### config.mk
export PLATFORM = sky130hd
export DESIGN_NAME = mux_scan_sequencer
export DESIGN_NICKNAME = d
export VERILOG_FILES = /design/src/rtl/mux_scan_pkg.sv /design/src/rtl/dwell_timer.sv /design/src/rtl/mux_scan_sequencer.sv
export SDC_FILE = /design/constraint.sdc
export NUM_CORES = 1
export LEC_CHECK = 0
export ABC_AREA = 1
export CORE_ASPECT_RATIO = 0.7
export CORE_UTILIZATION = 54
export DETAILED_ROUTE_END_ITERATION = 10
export GPL_TIMING_DRIVEN = 0
export HOLD_SLACK_MARGIN = 0.05
export PLACE_DENSITY_LB_ADDON = 0.25
export SETUP_SLACK_MARGIN = 0.3
export SLEW_MARGIN = 5
export SYNTH_ARGS = -nofsm -noshare
export SYNTH_HDL_FRONTEND = slang
export SYNTH_SLANG_ARGS = --single-unit
### constraint.sdc
create_clock -name clk -period 2.6 [get_ports clk]
set_input_delay 0.26 -clock clk [delete_from_list [all_inputs] [get_ports clk]]
set_output_delay 0.26 -clock clk [all_outputs]
set_load 0.01 [all_outputs]
### src/rtl/mux_scan_pkg.sv
// ---------------------------------------------------------------------------
// mux_scan_pkg
// Shared definitions for the mux scan sequencer: the channel count, the
// channel index width and the scan state encoding.
// ---------------------------------------------------------------------------
package mux_scan_pkg;

    localparam int NUM_CH = 4;
    localparam int CH_W   = 2;

    typedef enum logic [1:0] {
        IDLE   = 2'd0,
        SETTLE = 2'd1,
        SAMPLE = 2'd2
    } state_t;

endpackage

### src/rtl/dwell_timer.sv
// ---------------------------------------------------------------------------
// dwell_timer
// Settle-time counter for one mux channel. It counts up while enabled and
// returns to zero on clear. 'expired' flags the last settle cycle.
//
// Ports:
//   clk     in   rising-edge clock
//   rst_n   in   asynchronous active-low reset
//   clear   in   force the count to zero (has priority over enable)
//   enable  in   advance the count by one
//   expired out  count == DWELL-1
// ---------------------------------------------------------------------------
module dwell_timer #(
    parameter int DWELL = 2,
    parameter int CNT_W = 4
) (
    input  logic clk,
    input  logic rst_n,
    input  logic clear,
    input  logic enable,
    output logic expired
);

    localparam logic [CNT_W-1:0] LAST = CNT_W'(DWELL - 1);

    logic [CNT_W-1:0] cnt_d;
    logic [CNT_W-1:0] cnt_q;

    always_comb begin
        cnt_d = cnt_q;
        if (clear) begin
            cnt_d = '0;
        end else if (enable) begin
            cnt_d = cnt_q + 1'b1;
        end
    end

    always_ff @(posedge clk or negedge rst_n) begin
        if (!rst_n) begin
            cnt_q <= '0;
        end else begin
            cnt_q <= cnt_d;
        end
    end

    assign expired = (cnt_q == LAST);

endmodule

### src/rtl/mux_scan_sequencer.sv
// ---------------------------------------------------------------------------
// mux_scan_sequencer
// Drives the select lines of a 4:1 mux through channels 0..3, waits DWELL
// settle cycles on each, samples the mux output, and publishes the four
// samples as one word together with a one-cycle valid strobe. Supports a
// single scan per start or back-to-back continuous scanning.
//
// Ports:
//   clk       in   rising-edge clock
//   rst_n     in   asynchronous active-low reset
//   start     in   scan request, only looked at while idle
//   cont      in   continuous mode, looked at on the channel-3 sample
//   y         in   mux output for the current select
//   s0, s1    out  registered select lines ({s1,s0} = channel)
//   busy      out  high whenever a scan is in progress
//   valid     out  one-cycle strobe, data updated in the same cycle
//   data      out  data[k] = sample taken on channel k
//   scan_cnt  out  completed scans, wraps 255 -> 0
// ---------------------------------------------------------------------------
module mux_scan_sequencer
    import mux_scan_pkg::*;
#(
    parameter int DWELL = 2,
    parameter int CNT_W = 4
) (
    input  logic       clk,
    input  logic       rst_n,
    input  logic       start,
    input  logic       cont,
    input  logic       y,
    output logic       s0,
    output logic       s1,
    output logic       busy,
    output logic       valid,
    output logic [3:0] data,
    output logic [7:0] scan_cnt
);

    // Reject settle times the counter cannot represent at elaboration.
    if (DWELL < 1 || DWELL > 15) begin : g_bad_dwell
        $error("mux_scan_sequencer: DWELL must be in 1..15");
    end
    if ((DWELL - 1) >= (1 << CNT_W)) begin : g_bad_cnt_w
        $error("mux_scan_sequencer: CNT_W too narrow for DWELL-1");
    end

    localparam logic [CH_W-1:0] LAST_CH = CH_W'(NUM_CH - 1);

    state_t            state_d, state_q;
    logic [CH_W-1:0]   ch_d, ch_q;
    logic [NUM_CH-2:0] shadow_d, shadow_q;
    logic [3:0]        data_d, data_q;
    logic              valid_d, valid_q;
    logic [7:0]        scan_cnt_d, scan_cnt_q;
    logic              tmr_clear;
    logic              tmr_enable;
    logic              tmr_expired;

    dwell_timer #(
        .DWELL (DWELL),
        .CNT_W (CNT_W)
    ) u_dwell_timer (
        .clk     (clk),
        .rst_n   (rst_n),
        .clear   (tmr_clear),
        .enable  (tmr_enable),
        .expired (tmr_expired)
    );

    // The timer is held at zero outside SETTLE, so every channel starts its
    // settle window from a clean count. Channels 0..2 land in the shadow
    // register; only a completed channel-3 sample commits to data, so an
    // aborted scan can never leak into the published word.
    always_comb begin
        state_d    = state_q;
        ch_d       = ch_q;
        shadow_d   = shadow_q;
        data_d     = data_q;
        valid_d    = 1'b0;
        scan_cnt_d = scan_cnt_q;
        tmr_clear  = 1'b1;
        tmr_enable = 1'b0;

        case (state_q)
            IDLE: begin
                ch_d = '0;
                if (start) begin
                    state_d = SETTLE;
                end
            end
            SETTLE: begin
                if (tmr_expired) begin
                    state_d = SAMPLE;
                end else begin
                    tmr_clear  = 1'b0;
                    tmr_enable = 1'b1;
                end
            end
            SAMPLE: begin
                if (ch_q != LAST_CH) begin
                    shadow_d[ch_q] = y;
                    ch_d           = ch_q + 1'b1;
                    state_d        = SETTLE;
                end else begin
                    data_d     = {y, shadow_q};
                    valid_d    = 1'b1;
                    scan_cnt_d = scan_cnt_q + 8'd1;
                    ch_d       = '0;
                    state_d    = cont ? SETTLE : IDLE;
                end
            end
            default: begin
                state_d = IDLE;
                ch_d    = '0;
            end
        endcase
    end

    always_ff @(posedge clk or negedge rst_n) begin
        if (!rst_n) begin
            state_q    <= IDLE;
            ch_q       <= '0;
            shadow_q   <= '0;
            data_q     <= '0;
            valid_q    <= 1'b0;
            scan_cnt_q <= '0;
        end else begin
            state_q    <= state_d;
            ch_q       <= ch_d;
            shadow_q   <= shadow_d;
            data_q     <= data_d;
            valid_q    <= valid_d;
            scan_cnt_q <= scan_cnt_d;
        end
    end

    assign s0       = ch_q[0];
    assign s1       = ch_q[1];
    assign busy     = (state_q != IDLE);
    assign valid    = valid_q;
    assign data     = data_q;
    assign scan_cnt = scan_cnt_q;

endmodule

# Yosys cells after proc, flatten, opt, wreduce, memory -nomap -nowiden
# Index checks and enable logic that the tools add are counted.
# totals
input_bits	5
elab_cells	44
ff_bits	24
# classes
magnitude_cmp	2
eq_ne	6
muxes	18
addsub	3
bitwise	1
n_reduce_logical	7
# ops
cell	n
two-way mux 1 bit	9
adder 8 x 1 -> 8 bit, second input constant	1
two-way mux 4 bit	2
two-way mux 2 bit	3
inequality test 2 bit, second input constant	3
one-hot mux 2 bit (3 select lines)	1
AND reduction 2 bit	3
adder 4 x 1 -> 4 bit, second input constant	1
equality test 4 x 1 -> 1 bit, second input constant	1
one-hot mux 2 bit (2 select lines)	1
nonzero test 2 bit	2
bitwise mux 3 bit	1
< comparator 2 x 3 -> 1 bit, second input constant	1
adder 2 x 1 -> 2 bit, second input constant	1
demux 1 bit (select 2 bit)	1
equality test 2 x 1 -> 1 bit, second input constant	1
equality test 2 bit, second input constant	1
greater-or-equal comparator 2 x 1 -> 1 bit, second input constant	1
zero test 2 bit	1
logical AND 1 bit	1
NOT 1 bit	1

# Logic depth before layout (Yosys ltp)
# logic_depth
depth_word	5
depth_mapped	7
depth_no_buf	7

# Cells and area by module
# Synthesis repeated with hierarchy kept, for this count alone.
# hier_totals
cells_unflattened	130
hier_area_um2	1149.9
# modules_own_cells
mod	area_per_inst_um2	instances	cells_each
mux_scan_sequencer	924.6	1	104
dwell_timer	225.2	1	26

# Worst setup path before layout
# No wires, ideal clock.
# synth_timing
path_kind	register to register
start	reg ch_q[0]
end	reg scan_cnt_q[6] (netlist: scan_cnt[6])
path_buffers	0
path_stages_with_launch	7
required_ns	2.487
path_slack_ns	1.286
setup_ns	0.113
arrival_ns	1.201
period_less_slack_ns	1.314
cell_sequence	dfrtp_1 ha_1 nand3_4 nor2_1 nand3_1 nand2_1 inv_1
# synth_between
elab_chain_cells	3
# synth_rtl
item	line_no	text
start: declaration	mux_scan_sequencer.sv:50	logic [CH_W-1:0] ch_d, ch_q;
start signal: assignment	mux_scan_sequencer.sv:129	ch_q <= ch_d;
inequality test 2 bit	mux_scan_sequencer.sv:100	if (ch_q != LAST_CH) begin
NOT 1 bit (no line)	--	
AND reduction 2 bit (no line)	--	
end signal: assignment	mux_scan_sequencer.sv:133	scan_cnt_q <= scan_cnt_d;
end: declaration	mux_scan_sequencer.sv:54	logic [7:0] scan_cnt_d, scan_cnt_q;
# Every way passes these cells.
# A chain may end at the register's enable or synchronous reset.

# Final worst setup path
# layout_timing
start	reg state_q[0]
end	out busy
# layout_between
elab_chain_cells	1
# layout_rtl
item	line_no	text
start: declaration	mux_scan_sequencer.sv:49	state_t state_d, state_q;
start signal: assignment	mux_scan_sequencer.sv:128	state_q <= state_d;
nonzero test 2 bit	mux_scan_sequencer.sv:139	assign busy = (state_q != IDLE);
end: declaration	mux_scan_sequencer.sv:33	output logic busy,
# Every way passes these cells.

==> results summary <==
After synthesis, flip-flops and latches occupy 53.39% of the total area. The critical path is of the flip-flop to primary output type. The number of pins with negative max-slew slack in the final report was 0. The mean routed wirelength per cell came out at 11.90 um. The area used by multi-input combinational logic is 467.9 um^2. The reg-to-reg endpoint is scan_cnt[2]. Following the worst setup path forward leads to its endpoint at busy.

The nature of the critical path startpoint is a flip-flop. The layout cell share with drive strength beyond 1 is 7.586%. Summing every instance area after synthesis gives 1125 um^2. At the worst endpoint, the arrival time is 1.52 ns.

From bottom edge to top edge, the die measures 40.19 um. In the global route stage, overall resource usage came out at 21.10%. Once layout is done, the placed cells without fillers occupy 1405 um^2. The initial antenna violation count came to 0. The I/O pin count came out at 21. The met2 track demand over resource is 36.18%. The core region is 1903 um^2. The tree is rooted in a sky130_fd_sc_hd__clkbuf_4. In this run, CTS created clock tree buffers numbering 3. CTS built an H-tree with a depth of 1. The classification of the worst-slack hold path is primary input to async pin. Dividing total power by cell area gives a power density of 725.2 nW/um^2. The first routing iteration left 24 violations.

The highest achievable clock rate is 0.5606 GHz. The buffer levels on the longest clock path came out at 2. The critical path contains buffers and inverters numbering 2 combined. Clock skew on the completed layout was measured at 0.004680 ns. The number of distinct standard cells referenced by the synthesized netlist came out at 16. The total nets after synthesis came out at 133. The depth of the critical timing path with buffers and inverters included is 3.

The number of inserted filler cells in the final layout came out at 139. The largest net degree at the start of global routing is 25. The routability congestion estimate from global placement came out at 0.8344.

The met1 layer usage reported by global route came out at 25.15%. The met3 track demand over resource is 7.419%. Among cell families on the critical path, the largest total delay comes from buffers and inverters. The synthesized flop and latch total came out at 24. The clock tree from TritonCTS is built. The number of cells on the worst reg-to-reg path is 5. During placement, the flow inserted port buffers numbering 20. The detailed placer's ending HPWL came out at 1.412 mm. STA classifies the critical path endpoint as a primary output. The maximum fanout encountered on the critical timing path came out at 5.

The signal on the critical path passes through inv_2, nand2_1, clkdlybuf4s50_1. The part of the cycle the worst path needs came out at 68.60%. Setup repair after global routing left no endpoint under its margin.

The post-CTS clock slew at the launch and capture registers of the worst setup and hold paths is 0.13 ns. The number of antenna-violating nets in the routed design came out at 0. The clock sink count came out at 24. The number of antenna cells inserted is 0. The actual slew at the worst max-slew pin is 1.006 ns. The launch point of the worst reg-to-reg path is ch_q[1]. Once placement finished, the instance area stood at 1353 um^2. The total congestion overflow after global routing came out at 0. For this run, design rule violations remaining after detail routing come to 0.

The busiest layer in global routing is met2. The final route contains 860 vias. Summing all flip-flop and latch instances after layout gives 600.6 um^2. The instance count of the mapped netlist is 121. The average cell area after synthesis came out at 9.296 um^2.

The number of max-cap violations came out at 0. The slowest stage of the critical path is the sky130_fd_sc_hd__clkdlybuf4s50_1 cell. The register-to-register setup slack came out at 1.19 ns.

The floorplan die width is 56.55 um. The leakage power figure came out at 0.6859 nW. The final layout net count is 158. The number of global-route vias before repair is 801.

The number of placement rows came out at 13. The global-route wire length before repair came out at 3.415 mm. The yosys synthesis warning count came out at 0. The critical path starts at state_q[0]. The via-per-instance ratio is 5.150.

The minimum clock period after layout came out at 1.784 ns. The number of buffers inserted for hold repair after clock tree synthesis is 0. The largest stage delay on the critical path came out at 0.53 ns. The wire length after detailed routing is 1.987 mm. The count of endpoints failing hold in the final timing report came out at 0. In the final timing run, aggregate negative setup slack is 0 ns.

The later-pin clock latency in the skew report is 0.32 ns. Leaving out fill and tap cells, the most frequent cell in the layout is sky130_fd_sc_hd__nand2_1. The number of failing setup endpoints in the final timing report came out at 0. The count of cells resized by post-cts repair came out at 0. The area growth from synthesis to layout is 24.92%. For this run, the detailed router's first-pass iteration total came to 4. Total power for the finished layout comes to 1.019 mW. Data on the critical path is required at its endpoint by 2.34 ns. The worst hold slack came out at 0.4817 ns.

The initial core utilization is 59.11%. The max-slew headroom at the worst pin is 32.70%. The library cells used most frequently in the layout, excluding fill and tap cells, are sky130_fd_sc_hd__nand2_1 (35), sky130_fd_sc_hd__dfrtp_1 (24), sky130_fd_sc_hd__clkdlybuf4s50_1 (20), sky130_fd_sc_hd__inv_1 (13), sky130_fd_sc_hd__nor2_1 (11). The number of setup buffers added after CTS came out at 0. The maximum ir drop on the vdd rail came out at 0.0007224 V. The flow ran to the end, and the final reports show no timing, DRC or antenna violations. The full die area came out at 2272 um^2.
## worst min path at each step
stage                      startpoint       to  slack [ns]  depth (start not counted)
final                           rst_n  data[0]        0.48                          1
after global routing          data[2]  data[2]        0.51                          2
after CTS                 shadow_q[1]  data[1]        0.49                          2
after detailed placement  shadow_q[1]  data[1]        0.46                          2
after global placement    shadow_q[0]  data[0]        0.46                          2
after floorplan                 rst_n  ch_q[0]       -0.04                          0
## kinds of logic (layout without fill, tap and decap cells)
logic type / count (synthesis) / in the layout / synth area share [%]
AO/OA/AOI/OAI: 8 / 8 / 3.560
XOR/XNOR: 6 / 6 / 4.672
adder cells (fa/ha/maj): 7 / 7 / 7.786
buffers and inverters: 15 / 39 / 5.006
flip-flops: 24 / 24 / 53.39
AND/OR/NAND/NOR: 61 / 61 / 25.59
## metal layers
metal	wire length (um)	up-vias	part of all wire (%)
met5	0	-	0
met4	26	0	1.3
met3	100	4	5.0
met2	934	20	47
met1	925	413	47
li1	-	423	-
## state kept, by name, indices dropped and copies added, names as in the netlist
| signal | flops |
|---|---|
| ch_q | 2 |
| data | 4 |
| scan_cnt | 8 |
| shadow_q | 3 |
| state_q | 2 |
| u_dwell_timer.cnt_q | 4 |
| valid | 1 |
## cell usage after synthesis
| cell type | count | area, um^2 |
|---|---|---|
| sky130_fd_sc_hd__dfrtp_1 | 24 | 600.6 |
| sky130_fd_sc_hd__ha_1 | 7 | 87.58 |
| sky130_fd_sc_hd__inv_1 | 13 | 48.80 |
| sky130_fd_sc_hd__inv_2 | 2 | 7.510 |
| sky130_fd_sc_hd__nand2_1 | 35 | 131.4 |
| sky130_fd_sc_hd__nand2_2 | 1 | 6.260 |
| sky130_fd_sc_hd__nand3_1 | 8 | 40.04 |
| sky130_fd_sc_hd__nand3_4 | 1 | 17.52 |
| sky130_fd_sc_hd__nand3b_1 | 1 | 7.510 |
| sky130_fd_sc_hd__nor2_1 | 11 | 41.29 |
| sky130_fd_sc_hd__nor2_4 | 2 | 22.52 |
| sky130_fd_sc_hd__nor3_1 | 1 | 5.000 |
| sky130_fd_sc_hd__nor3_4 | 1 | 16.27 |
| sky130_fd_sc_hd__o21ai_0 | 8 | 40.04 |
| sky130_fd_sc_hd__xnor2_1 | 2 | 17.52 |
| sky130_fd_sc_hd__xor2_1 | 4 | 35.03 |
## per-stage QoR
stage,std cells,setup WS (ns),utilization [%]
floorplan,121,1.286,-
global placement,163,1.058,71.07
detailed placement,163,1.030,71.07
CTS,167,0.8044,73.83
global route,167,0.7572,73.83
finish,167,0.8163,73.83
## where the power goes
part / switching (mW) / internal [mW]
clock: 0.112 / 0.156
combinational: 0.145 / 0.105
sequential: 0.0668 / 0.435
total: 0.323 / 0.695
## area by class of cell
cell class                      instances  area share [%]
Tap cell                               22           1.959
Sequential cell                        24           42.74
Inverter                               15           4.007
Multi-Input combinational cell         82           33.30
Clock inverter                          1           2.137
Timing Repair Buffer                   20           14.25
Clock buffer                            3           1.603
(Power assumes the default switching activity.)
